[src/rtl/pieo_result_monitor_if.sv]
// pieo_result_monitor_if
//   Bundles the signals between a PIEO scheduler, the record consumer and
//   the status reader on one side and pieo_result_monitor on the other.
//   master : the environment (PIEO outputs, record sink, control, status reader)
//   slave  : the monitor
//   PIEO side   : pieo_reset_done_in, pieo_ready_in, enq_valid_in, enq_sublist_in,
//                 deq_valid_in, deq_element_in, moved_id_in, moved_sublist_in
//   control     : flush_in, clear_in
//   record      : rec_valid, rec_ready, rec_data
//   status      : enq_count, deq_count, drop_count, stall_count, signature,
//                 overflow, state_out
interface pieo_result_monitor_if #(
   parameter int ELEM_W = 32,
   parameter int SUB_W  = 5,
   parameter int ID_W   = 10
);
   localparam int REC_W = 3 + SUB_W + ELEM_W + ID_W + 1 + SUB_W;

   logic              pieo_reset_done_in;
   logic              pieo_ready_in;
   logic              enq_valid_in;
   logic [SUB_W-1:0]  enq_sublist_in;
   logic              deq_valid_in;
   logic [ELEM_W-1:0] deq_element_in;
   logic [ID_W:0]     moved_id_in;
   logic [SUB_W-1:0]  moved_sublist_in;
   logic              flush_in;
   logic              clear_in;
   logic              rec_valid;
   logic              rec_ready;
   logic [REC_W-1:0]  rec_data;
   logic [31:0]       enq_count;
   logic [31:0]       deq_count;
   logic [31:0]       drop_count;
   logic [31:0]       stall_count;
   logic [31:0]       signature;
   logic              overflow;
   logic [1:0]        state_out;

   modport master (
      output pieo_reset_done_in, pieo_ready_in, enq_valid_in, enq_sublist_in,
             deq_valid_in, deq_element_in, moved_id_in, moved_sublist_in,
             flush_in, clear_in, rec_ready,
      input  rec_valid, rec_data, enq_count, deq_count, drop_count,
             stall_count, signature, overflow, state_out
   );

   modport slave (
      input  pieo_reset_done_in, pieo_ready_in, enq_valid_in, enq_sublist_in,
             deq_valid_in, deq_element_in, moved_id_in, moved_sublist_in,
             flush_in, clear_in, rec_ready,
      output rec_valid, rec_data, enq_count, deq_count, drop_count,
             stall_count, signature, overflow, state_out
   );
endinterface

[src/rtl/pieo_result_monitor.sv]
// pieo_result_monitor
//   Observes PIEO enqueue/dequeue/move activity, packs one record per event
//   cycle into a small FIFO exposed as a valid/ready stream, and keeps
//   saturating activity counters plus a rotating XOR signature.
//   clk, rst : clock, asynchronous active-high reset
//   bus      : pieo_result_monitor_if.slave (PIEO inputs, control, record
//              stream, status outputs)
//
//   state | meaning
//   IDLE  | PIEO not out of reset; events ignored, FIFO may still drain
//   RUN   | recording: events pushed, counted and signed
//   FLUSH | draining: events counted and signed but not pushed
module pieo_result_monitor #(
   parameter int ELEM_W = 32,
   parameter int SUB_W  = 5,
   parameter int ID_W   = 10,
   parameter int DEPTH  = 8
) (
   input logic                 clk,
   input logic                 rst,
   pieo_result_monitor_if.slave bus
);
   localparam int REC_W  = 3 + SUB_W + ELEM_W + ID_W + 1 + SUB_W;
   localparam int AW     = $clog2(DEPTH);
   localparam int NCHUNK = (REC_W + 31) / 32;

   typedef enum logic [1:0] {IDLE = 2'd0, RUN = 2'd1, FLUSH = 2'd2} state_t;

   state_t            state_q;
   logic [REC_W-1:0]  mem_q [DEPTH];
   logic [AW-1:0]     wr_ptr_q, rd_ptr_q;
   logic [AW:0]       count_q;
   logic [31:0]       enq_cnt_q, deq_cnt_q, drop_cnt_q, stall_cnt_q, sig_q;
   logic              ovf_q;

   logic              move_w, active_w, event_w, full_w, empty_w;
   logic              pop_w, push_w, drop_w;
   logic [REC_W-1:0]  rec_w;
   logic [NCHUNK*32-1:0] rec_ext_w;
   logic [31:0]       fold_w;

   function automatic logic [31:0] sat_inc(input logic [31:0] v);
      return (v == 32'hFFFF_FFFF) ? v : v + 32'd1;
   endfunction

   // MSB of moved_id_in set means "no move this cycle".
   assign move_w   = ~bus.moved_id_in[ID_W];
   assign active_w = (state_q == RUN) || (state_q == FLUSH);
   assign event_w  = active_w && (bus.enq_valid_in || bus.deq_valid_in || move_w);
   assign rec_w    = {move_w, bus.deq_valid_in, bus.enq_valid_in, bus.enq_sublist_in,
                      bus.deq_element_in, bus.moved_id_in, bus.moved_sublist_in};
   assign full_w   = (count_q == (AW+1)'(DEPTH));
   assign empty_w  = (count_q == '0);
   assign pop_w    = !empty_w && bus.rec_ready;
   // A full FIFO that is popped this cycle still has room for the push.
   assign push_w   = event_w && (state_q == RUN) && (!full_w || pop_w);
   assign drop_w   = event_w && (state_q == RUN) && full_w && !pop_w;

   always_comb begin
      rec_ext_w = '0;
      rec_ext_w[REC_W-1:0] = rec_w;
      fold_w = '0;
      for (int i = 0; i < NCHUNK; i++) fold_w ^= rec_ext_w[i*32 +: 32];
   end

   always_ff @(posedge clk or posedge rst) begin
      if (rst) begin
         state_q     <= IDLE;
         wr_ptr_q    <= '0;
         rd_ptr_q    <= '0;
         count_q     <= '0;
         enq_cnt_q   <= '0;
         deq_cnt_q   <= '0;
         drop_cnt_q  <= '0;
         stall_cnt_q <= '0;
         sig_q       <= '0;
         ovf_q       <= 1'b0;
      end else begin
         if (!bus.pieo_reset_done_in) begin
            state_q <= IDLE;
         end else begin
            case (state_q)
               IDLE:    state_q <= RUN;
               RUN:     if (bus.flush_in && !bus.clear_in) state_q <= FLUSH;
               FLUSH:   if (empty_w) state_q <= RUN;
               default: state_q <= IDLE;
            endcase
         end

         if (bus.clear_in) begin
            wr_ptr_q    <= '0;
            rd_ptr_q    <= '0;
            count_q     <= '0;
            enq_cnt_q   <= '0;
            deq_cnt_q   <= '0;
            drop_cnt_q  <= '0;
            stall_cnt_q <= '0;
            sig_q       <= '0;
            ovf_q       <= 1'b0;
         end else begin
            if (push_w) wr_ptr_q <= wr_ptr_q + 1'b1;
            if (pop_w)  rd_ptr_q <= rd_ptr_q + 1'b1;
            case ({push_w, pop_w})
               2'b10:   count_q <= count_q + 1'b1;
               2'b01:   count_q <= count_q - 1'b1;
               default: count_q <= count_q;
            endcase
            if (active_w && bus.enq_valid_in)   enq_cnt_q   <= sat_inc(enq_cnt_q);
            if (active_w && bus.deq_valid_in)   deq_cnt_q   <= sat_inc(deq_cnt_q);
            if (active_w && !bus.pieo_ready_in) stall_cnt_q <= sat_inc(stall_cnt_q);
            if (drop_w) begin
               drop_cnt_q <= sat_inc(drop_cnt_q);
               ovf_q      <= 1'b1;
            end
            if (event_w) sig_q <= {sig_q[30:0], sig_q[31]} ^ fold_w;
         end
      end
   end

   // Storage needs no reset: occupancy is tracked by count_q and the output
   // is forced to zero while empty.
   always_ff @(posedge clk) begin
      if (push_w && !bus.clear_in) mem_q[wr_ptr_q] <= rec_w;
   end

   assign bus.rec_valid   = !empty_w;
   assign bus.rec_data    = empty_w ? '0 : mem_q[rd_ptr_q];
   assign bus.enq_count   = enq_cnt_q;
   assign bus.deq_count   = deq_cnt_q;
   assign bus.drop_count  = drop_cnt_q;
   assign bus.stall_count = stall_cnt_q;
   assign bus.signature   = sig_q;
   assign bus.overflow    = ovf_q;
   assign bus.state_out   = state_q;
endmodule

[src/flat_wrapper.sv]
// flat-port wrapper written by rule: the top's interface ports become plain ports
module pieo_result_monitor_flat 
#(
   parameter int ELEM_W = 32,
   parameter int SUB_W  = 5,
   parameter int ID_W   = 10,
   parameter int DEPTH  = 8
)
  (clk, rst, bus_pieo_reset_done_in, bus_pieo_ready_in, bus_enq_valid_in, bus_enq_sublist_in, bus_deq_valid_in, bus_deq_element_in, bus_moved_id_in, bus_moved_sublist_in, bus_flush_in, bus_clear_in, bus_rec_ready, bus_rec_valid, bus_rec_data, bus_enq_count, bus_deq_count, bus_drop_count, bus_stall_count, bus_signature, bus_overflow, bus_state_out);
  pieo_result_monitor_if #(.ELEM_W(ELEM_W), .SUB_W(SUB_W), .ID_W(ID_W)) bus_i ();
  input logic clk;
  input logic rst;
  input wire logic [$bits(bus_i.pieo_reset_done_in)-1:0] bus_pieo_reset_done_in;
  input wire logic [$bits(bus_i.pieo_ready_in)-1:0] bus_pieo_ready_in;
  input wire logic [$bits(bus_i.enq_valid_in)-1:0] bus_enq_valid_in;
  input wire logic [$bits(bus_i.enq_sublist_in)-1:0] bus_enq_sublist_in;
  input wire logic [$bits(bus_i.deq_valid_in)-1:0] bus_deq_valid_in;
  input wire logic [$bits(bus_i.deq_element_in)-1:0] bus_deq_element_in;
  input wire logic [$bits(bus_i.moved_id_in)-1:0] bus_moved_id_in;
  input wire logic [$bits(bus_i.moved_sublist_in)-1:0] bus_moved_sublist_in;
  input wire logic [$bits(bus_i.flush_in)-1:0] bus_flush_in;
  input wire logic [$bits(bus_i.clear_in)-1:0] bus_clear_in;
  input wire logic [$bits(bus_i.rec_ready)-1:0] bus_rec_ready;
  output wire logic [$bits(bus_i.rec_valid)-1:0] bus_rec_valid;
  output wire logic [$bits(bus_i.rec_data)-1:0] bus_rec_data;
  output wire logic [$bits(bus_i.enq_count)-1:0] bus_enq_count;
  output wire logic [$bits(bus_i.deq_count)-1:0] bus_deq_count;
  output wire logic [$bits(bus_i.drop_count)-1:0] bus_drop_count;
  output wire logic [$bits(bus_i.stall_count)-1:0] bus_stall_count;
  output wire logic [$bits(bus_i.signature)-1:0] bus_signature;
  output wire logic [$bits(bus_i.overflow)-1:0] bus_overflow;
  output wire logic [$bits(bus_i.state_out)-1:0] bus_state_out;
  assign bus_i.pieo_reset_done_in = bus_pieo_reset_done_in;
  assign bus_i.pieo_ready_in = bus_pieo_ready_in;
  assign bus_i.enq_valid_in = bus_enq_valid_in;
  assign bus_i.enq_sublist_in = bus_enq_sublist_in;
  assign bus_i.deq_valid_in = bus_deq_valid_in;
  assign bus_i.deq_element_in = bus_deq_element_in;
  assign bus_i.moved_id_in = bus_moved_id_in;
  assign bus_i.moved_sublist_in = bus_moved_sublist_in;
  assign bus_i.flush_in = bus_flush_in;
  assign bus_i.clear_in = bus_clear_in;
  assign bus_i.rec_ready = bus_rec_ready;
  assign bus_rec_valid = bus_i.rec_valid;
  assign bus_rec_data = bus_i.rec_data;
  assign bus_enq_count = bus_i.enq_count;
  assign bus_deq_count = bus_i.deq_count;
  assign bus_drop_count = bus_i.drop_count;
  assign bus_stall_count = bus_i.stall_count;
  assign bus_signature = bus_i.signature;
  assign bus_overflow = bus_i.overflow;
  assign bus_state_out = bus_i.state_out;
  pieo_result_monitor #(.ELEM_W(ELEM_W), .SUB_W(SUB_W), .ID_W(ID_W), .DEPTH(DEPTH)) u_core (.clk(clk), .rst(rst), .bus(bus_i));
endmodule
[config.mk]
export PLATFORM = sky130hd
export DESIGN_NAME = pieo_result_monitor_flat
export DESIGN_NICKNAME = d
export VERILOG_FILES = /design/src/rtl/pieo_result_monitor_if.sv /design/src/rtl/pieo_result_monitor.sv /design/src/flat_wrapper.sv
export SDC_FILE = /design/constraint.sdc
export NUM_CORES = 1
export LEC_CHECK = 0
export ABC_CLOCK_PERIOD_IN_PS = 11500
export BUFFER_PORTS_ARGS = -buffer_cell sky130_fd_sc_hd__buf_2
export CORE_AREA = 2 2 214 216
export CTS_CLUSTER_DIAMETER = 150
export DETAILED_ROUTE_END_ITERATION = 8
export DIE_AREA = 0 0 216 218
export PLACE_DENSITY_LB_ADDON = 0.15
export REMOVE_ABC_BUFFERS = 1
export SYNTH_ARGS = -nofsm -noshare
export SYNTH_HDL_FRONTEND = slang
export SYNTH_SLANG_ARGS = --single-unit
[constraint.sdc]
create_clock -name clk -period 11.5 [get_ports clk]
set_input_delay 2.875 -clock clk [delete_from_list [all_inputs] [get_ports clk]]
set_output_delay 2.875 -clock clk [all_outputs]
set_load 0.03 [all_outputs]
==> results of run 1 <==
## final cells by class
cell class | instances | area (um2)
Tap cell | 600 | 751
Antenna cell | 2 | 5.00
Sequential cell | 621 | 17800
Inverter | 24 | 97.6
Clock inverter | 35 | 418
Clock buffer | 79 | 1660
Timing Repair Buffer | 305 | 1590
Multi-Input combinational cell | 1041 | 8480
Fill cell | 3104 | 14100
## worst register-to-register path, delay by kind of cell (launching register included)
family / cells / cell delay, ns
and+or+nand+nor: 4 / 1.88
buffers and inverters: 3 / 1.15
adders and majority gates: 1 / 0.56
DFF: 1 / 0.43
## worst max path at each step
stage                                   startpoint                             to  slack, ns  depth (start not counted)
floorplan                      bus_moved_id_in[10]   u_core.mem_q[1][0]$_DFFE_PP_       1.62                          5
global placement               bus_moved_id_in[10]  u_core.mem_q[4][46]$_DFFE_PP_       4.93                          8
detailed placement             bus_moved_id_in[10]  u_core.mem_q[4][47]$_DFFE_PP_       4.87                          8
CTS                 u_core.rd_ptr_q[1]$_DFFE_PP0P_               bus_rec_data[22]       5.13                          5
global route        u_core.rd_ptr_q[1]$_DFFE_PP0P_               bus_rec_data[22]       4.99                          5
finish              u_core.rd_ptr_q[1]$_DFFE_PP0P_               bus_rec_data[22]       5.17                          5
## state kept, by name, summed over array words and instances, names as in the netlist
signal	cells
u_core.count_q	4
u_core.wr_ptr_q	3
u_core.bus.state_out	2
u_core.bus.overflow	1
u_core.bus.stall_count	32
u_core.rd_ptr_q	3
u_core.bus.deq_count	32
u_core.bus.signature	32
u_core.bus.drop_count	32
u_core.bus.enq_count	32
u_core.mem_q	448
## power by group through the flow
stage	Combinational (mW)	Clock, mW	Sequential (mW)
final	1.66	2.04	2.61
after global routing	1.78	2.17	2.62
after CTS	1.68	2.08	2.61
after detailed placement	1.68	0	2.65
after global placement	1.66	0	2.65
after floorplan	1.04	0	2.80
## stage by stage
stage          area, um2  std cells
6_report           30800       2707
5_1_grt            30800       2706
4_1_cts            30800       2705
3_5_place_dp       28700       2591
3_3_place_gp       28700       2591
2_1_floorplan      26300       1686
## logic make-up (layout without fill, tap and decap cells)
family / Yosys count / in the layout / share of synthesized area
DFF: 621 / 621 / 0.667
and+or+nand+nor: 513 / 513 / 0.102
AOI/OAI and AO/OA: 246 / 246 / 0.0566
muxes: 183 / 183 / 0.122
buffers and inverters: 123 / 443 / 0.0177
xor gates and xnor gates: 87 / 87 / 0.0286
adders and majority gates: 12 / 12 / 0.00563
other: 0 / 2 / 0
## placed cells by master (no fill, tap or decap), types with 23 or more instances in the layout
cell type | synthesis | final
a21oi_1 | 112 | 112
buf_2 | 3 | 280
buf_4 | 0 | 24
clkbuf_16 | 0 | 60
dfrtp_1 | 173 | 170
edfxtp_1 | 448 | 448
inv_1 | 24 | 23
mux2i_1 | 62 | 62
mux4_2 | 112 | 112
nand2_1 | 94 | 94
nand3_1 | 55 | 55
nand4_1 | 31 | 31
nor2_1 | 136 | 129
o21ai_0 | 32 | 32
o31ai_1 | 57 | 57
or3_1 | 34 | 34
or4_1 | 55 | 55
xnor2_1 | 81 | 81
## per-layer routing
metal | global-route usage | wire length (um) | vias to the layer above
met5 | 0 | 13 | -
met4 | 0.0614 | 1120 | 2
met3 | 0.0598 | 4370 | 79
met2 | 0.425 | 29800 | 551
met1 | 0.359 | 25000 | 8532
li1 | - | - | 7498
==> impl_metrics.py, run 1 <==
metrics = {
    "cts": {
        "cts_setup_buffers": 0,
        "clock_sink_count": 621,
        "insertion_delay_ns": 0.63,
        "holdBufCountCts": 0,
        "cts_tree": "built",
        "numCtsBuffers": 60,
        "clk_path_buf_depth": 3,
        "worst_setup_hold_path_clk_slew_ns": 0.06,
        "htree_levels": 2,
        "cts_root_buf": "clkbuf_16",
        "ctsResizeCount": 0,
    },
    "sta": {
        "period_share": 0.550,
        "finalMaxSlewViolations": 0,
        "fin_crit_ns": 6.33,
        "setup_viol": 0,
        "hold_viol_final": 0,
        "fin_tns_setup_ns": 0,
        "fin_worst_skew_ns": 0.0220,
        "max-slew-margin-rel": 0.128,
        "holdWs_ns": 0.559,
        "rsz0062_at_grt": "false",
        "final_critical_path_setup_slack_ns": 5.17,
        "clock.fmax_mhz": 158,
        "worst_pin_slew_ns": 1.30,
    },
    "global_routing": {
        "grt_pass1_vias": 16691,
        "grt_pass1_wl_um": 94600,
        "grt.total_usage": 0.259,
        "gr-total-overflow": 0,
        "antenna_found_initial": 4,
        "grt_max_degree": 96,
    },
    "logic_synthesis": {
        "async_reset_ff_frac": 0.279,
        "synthFlopType": "edfxtp_1",
        "synth_area_leader_cell": "edfxtp_1",
        "yosysSeqAreaShare": 0.667,
        "ys_types": 60,
        "synth.ff_latch_count": 621,
        "avgSynthCellArea_um2": 14.9,
        "synth_edf_count": 448,
        "synth_top_cells_by_count": "edfxtp_1 (448), dfrtp_1 (173), nor2_1 (136)",
        "synth_most_common_cell": "edfxtp_1",
        "synth.yosys.warnings": 0,
        "synth.area.top_cells": "edfxtp_1 (50%), dfrtp_1 (16%), mux4_2 (9.5%)",
        "syn-instance-count": 1785,
        "netlist_area_um2": 26700,
        "yosysTopAreaCellShare": 0.505,
    },
    "placed_design": {
        "post-place-ws_ns": 4.87,
        "dp_hpwl_um": 35700,
        "place.gp.congestion": 0.815,
        "io_buffers": 281,
    },
    "floorplan": {
        "die-area_um2": 47100,
        "rows": 78,
        "die-width_um": 216,
        "initial_utilization": 0.594,
        "coreArea_um2": 44900,
        "dieHeight_um": 218,
        "io_pins": 282,
    },
    "power": {
        "clkPwrFrac": 0.324,
        "p_seq_frac": 0.413,
        "leakage_nw": 10.9,
        "ir_drop_mv": 0.126,
        "power-per-cell-area_nw_per_um2": 205,
        "swShare": 0.323,
        "switchingPower_mw": 2.03,
        "intPower_mw": 4.27,
        "combPwrFrac": 0.263,
        "total_power_mw": 6.30,
    },
    "critical_path": {
        "crit_buf_inv": 2,
        "crit_chain": "buf_4, mux4_2, mux2i_1, nor2_1, buf_2",
        "cp_max_fo": 70,
        "critPathSlowestCell": "buf_4",
        "cp-start-kind": "flip-flop",
        "arrival_ns": 3.45,
        "end_kind": "primary output",
        "ff2ff_path_depth": 8,
        "r2r-end": "u_core.mem_q[4][47]$_DFFE_PP_",
        "path_class": "flip-flop to primary output",
        "cp_slowest_stage_delay_ns": 0.92,
        "r2r_slack_ns": 7.13,
        "worstPathRequired_ns": 8.63,
        "critical-path-top-delay-family": "buffers and inverters",
        "r2r_start": "u_core.bus.state_out[0]$_DFFE_PP0P_",
    },
    "layout": {
        "layout-drive-gt1-share": 0.264,
        "syn_to_final_growth_pct": 15.6,
        "layout.nets": 2127,
        "finish.utilization": 0.686,
    },
    "run": {
        "cap_viol_max_count": 0,
    },
    "worst_hold_path": {
        "min_from": "u_core.bus.overflow$_DFFE_PP0P_",
        "min_path_type": "flip-flop to flip-flop",
        "hold_depth": 2,
        "min_to": "u_core.bus.overflow$_DFFE_PP0P_",
    },
    "routing": {
        "firstDrtPassIters": 7,
        "first_iter_violations": 1440,
        "vias": 16662,
        "drt-total-wl_um": 60400,
        "viasPerCell": 6.16,
        "drc": 0,
        "routedWlPerCell_um": 22.3,
        "final_antenna_net_count": 0,
    },
    "status": {
        "status": "finished clean",
    },
}
(Power assumes the default switching activity.)
==> inputs of run 2 (changes only) <==
--- a/config.mk
+++ b/config.mk
@@ -5,12 +5,12 @@
 export SDC_FILE = /design/constraint.sdc
 export NUM_CORES = 1
 export LEC_CHECK = 0
-export ABC_CLOCK_PERIOD_IN_PS = 11500
+export ABC_CLOCK_PERIOD_IN_PS = 6150
 export BUFFER_PORTS_ARGS = -buffer_cell sky130_fd_sc_hd__buf_2
-export CORE_AREA = 2 2 214 216
+export CORE_AREA = 2 2 216 218
 export CTS_CLUSTER_DIAMETER = 150
 export DETAILED_ROUTE_END_ITERATION = 8
-export DIE_AREA = 0 0 216 218
+export DIE_AREA = 0 0 218 220
 export PLACE_DENSITY_LB_ADDON = 0.15
 export REMOVE_ABC_BUFFERS = 1
 export SYNTH_ARGS = -nofsm -noshare
==> constraint.sdc (replaced) <==
create_clock -name clk -period 6.15 [get_ports clk]
set_input_delay 1.5375 -clock clk [delete_from_list [all_inputs] [get_ports clk]]
set_output_delay 1.5375 -clock clk [all_outputs]
set_load 0.03 [all_outputs]
==> run 2 against run 1 <==
Against the previous run:
- first-iteration DRC count fell by 1.5%
- design area rose by 0.45%
- sequential share of layout area fell by 0.26 points
- final cell count rose by 0.48%
- non-clock buffer count rose by 5
- largest cell class unchanged
==> impl_metrics.py, run 2 (synthesized netlist as in run 1, its figures left out) <==
metrics = {
    "floorplan": {
        "rows": 79,
        "initial_utilization": 0.581,
        "die-width_um": 218,
        "die-area_um2": 48000,
        "dieHeight_um": 220,
        "coreArea_um2": 45900,
        "io_pins": 282,
    },
    "critical_path": {
        "r2r_start": "u_core.bus.state_out[0]$_DFFE_PP0P_",
        "ff2ff_path_depth": 7,
        "end_kind": "primary output",
        "cp_max_fo": 34,
        "cp-start-kind": "flip-flop",
        "r2r-end": "u_core.mem_q[5][13]$_DFFE_PP_",
        "path_class": "flip-flop to primary output",
        "r2r_slack_ns": 2.51,
        "worstPathRequired_ns": 4.61,
        "arrival_ns": 3.14,
    },
    "cts": {
        "cts_setup_buffers": 0,
        "cts_tree": "built",
        "cts_root_buf": "clkbuf_16",
        "numCtsBuffers": 61,
        "insertion_delay_ns": 0.62,
        "clk_path_buf_depth": 3,
        "htree_levels": 2,
        "clock_sink_count": 621,
        "ctsResizeCount": 0,
        "holdBufCountCts": 0,
        "worst_setup_hold_path_clk_slew_ns": 0.06,
    },
    "sta": {
        "clock.fmax_mhz": 214,
        "period_share": 0.760,
        "setup_viol": 0,
        "rsz0062_at_grt": "false",
        "worst_pin_slew_ns": 1.31,
        "max-slew-margin-rel": 0.120,
        "finalMaxSlewViolations": 0,
        "fin_crit_ns": 4.67,
        "fin_worst_skew_ns": 0.0185,
        "hold_viol_final": 0,
        "final_critical_path_setup_slack_ns": 1.48,
    },
    "layout": {
        "layout-drive-gt1-share": 0.267,
        "syn_to_final_growth_pct": 16.1,
        "final_cell_mix": "edfxtp_1 (448), buf_2 (280), dfrtp_1 (170)",
        "fillers": 3217,
        "largest_reg_flops": 448,
        "layout.nets": 2133,
        "final_common_cell": "edfxtp_1",
        "largest_register": "u_core.mem_q",
        "finalNonFillerCells": 2720,
        "post-route-cell-area_um2": 30900,
    },
    "global_routing": {
        "grt_use_met2": 0.407,
        "grt_pass1_wl_um": 93600,
        "antenna_found_initial": 4,
        "grt_pass1_vias": 16381,
        "grt_max_degree": 130,
        "grt-busiest-layer": "met2",
        "grt.total_usage": 0.254,
        "gr-total-overflow": 0,
        "global_route.usage.met1": 0.357,
        "use_met3": 0.0636,
    },
    "routing": {
        "firstDrtPassIters": 7,
        "vias": 16609,
        "viasPerCell": 6.11,
        "final_antenna_net_count": 0,
        "first_iter_violations": 1419,
        "drc": 0,
        "drt-total-wl_um": 60200,
        "routedWlPerCell_um": 22.1,
    },
    "placed_design": {
        "dpl_cell_area_um2": 28800,
        "post-place-ws_ns": 1.58,
        "place.gp.congestion": 0.843,
        "dp_hpwl_um": 36200,
        "io_buffers": 281,
        "post-place-cells": 2603,
    },
    "power": {
        "power-per-cell-area_nw_per_um2": 384,
        "leakage_nw": 10.9,
        "ir_drop_mv": 0.327,
    },
    "worst_hold_path": {
        "min_to": "u_core.bus.overflow$_DFFE_PP0P_",
        "min_from": "u_core.bus.overflow$_DFFE_PP0P_",
        "min_path_type": "flip-flop to flip-flop",
        "hold_depth": 2,
    },
    "run": {
        "cap_viol_max_count": 0,
    },
    "status": {
        "status": "finished clean",
    },
}
-- run 2: cell count changes in the layout (fill, tap and decap cells not counted), sizes merged --
cell	before	now
clkbuf	79	73
diode	2	1
buf	305	310
clkinvlp	4	5
inv	27	28
bufinv	8	9
clkinv	20	25
-- run 2: power breakdown --
part,leakage [nW],internal [mW],switching (mW),total (mW)
clock network,1.03,2.28,1.60,3.87
registers,6.42,4.68,0.222,4.90
logic,3.49,1.08,2.01,3.09
total,10.9,8.04,3.83,11.9
-- run 2: layout make-up --
type / instances / area (um2) / area share
Sequential cell: 621 / 17800 / 0.575
Clock buffer: 73 / 1630 / 0.0527
Antenna cell: 1 / 2.50 / 0.0000809
Multi-Input combinational cell: 1041 / 8480 / 0.274
Inverter: 24 / 97.6 / 0.00315
Tap cell: 607 / 759 / 0.0246
Timing Repair Buffer: 310 / 1690 / 0.0547
Clock inverter: 43 / 480 / 0.0155
-- run 2: worst max path at each step --
stage | start | end | slack (ns) | cells past startpoint
floorplan | bus_moved_id_in[10] | u_core.mem_q[1][0]$_DFFE_PP_ | -2.39 | 5
global route | u_core.rd_ptr_q[0]$_DFFE_PP0P_ | bus_rec_data[19] | 1.25 | 5
finish | u_core.rd_ptr_q[0]$_DFFE_PP0P_ | bus_rec_data[19] | 1.48 | 5
CTS | u_core.rd_ptr_q[0]$_DFFE_PP0P_ | bus_rec_data[10] | 1.37 | 5
detailed placement | bus_moved_id_in[10] | u_core.mem_q[2][13]$_DFFE_PP_ | 1.58 | 7
global placement | bus_moved_id_in[10] | u_core.mem_q[5][48]$_DFFE_PP_ | 1.68 | 7
-- run 2: per-stage QoR --
step           hold slack (ns)  power [mW]  TNS, ns  utilization
2_1_floorplan            0.539        7.17  -592.34            -
3_3_place_gp             0.476        8.07        0        0.628
3_5_place_dp             0.493        8.11        0        0.628
4_1_cts                  0.511        12.0        0        0.674
5_1_grt                  0.537        12.4        0        0.674
6_report                 0.500        11.9        0        0.675
-- run 2: routing by layer --
metal  part of all wire  up-vias
met5            0.00068        -
met4              0.015        6
met3              0.079       62
met2               0.48      507
met1               0.42     8507
li1                   -     7527
-- run 2: critical path: stages, from the launching register on --
cell and delay [ns]:
dfrtp_4 0.86, buf_4 0.55, mux4_2 0.57, mux2i_1 0.23
nor2_1 0.07, buf_2 0.18
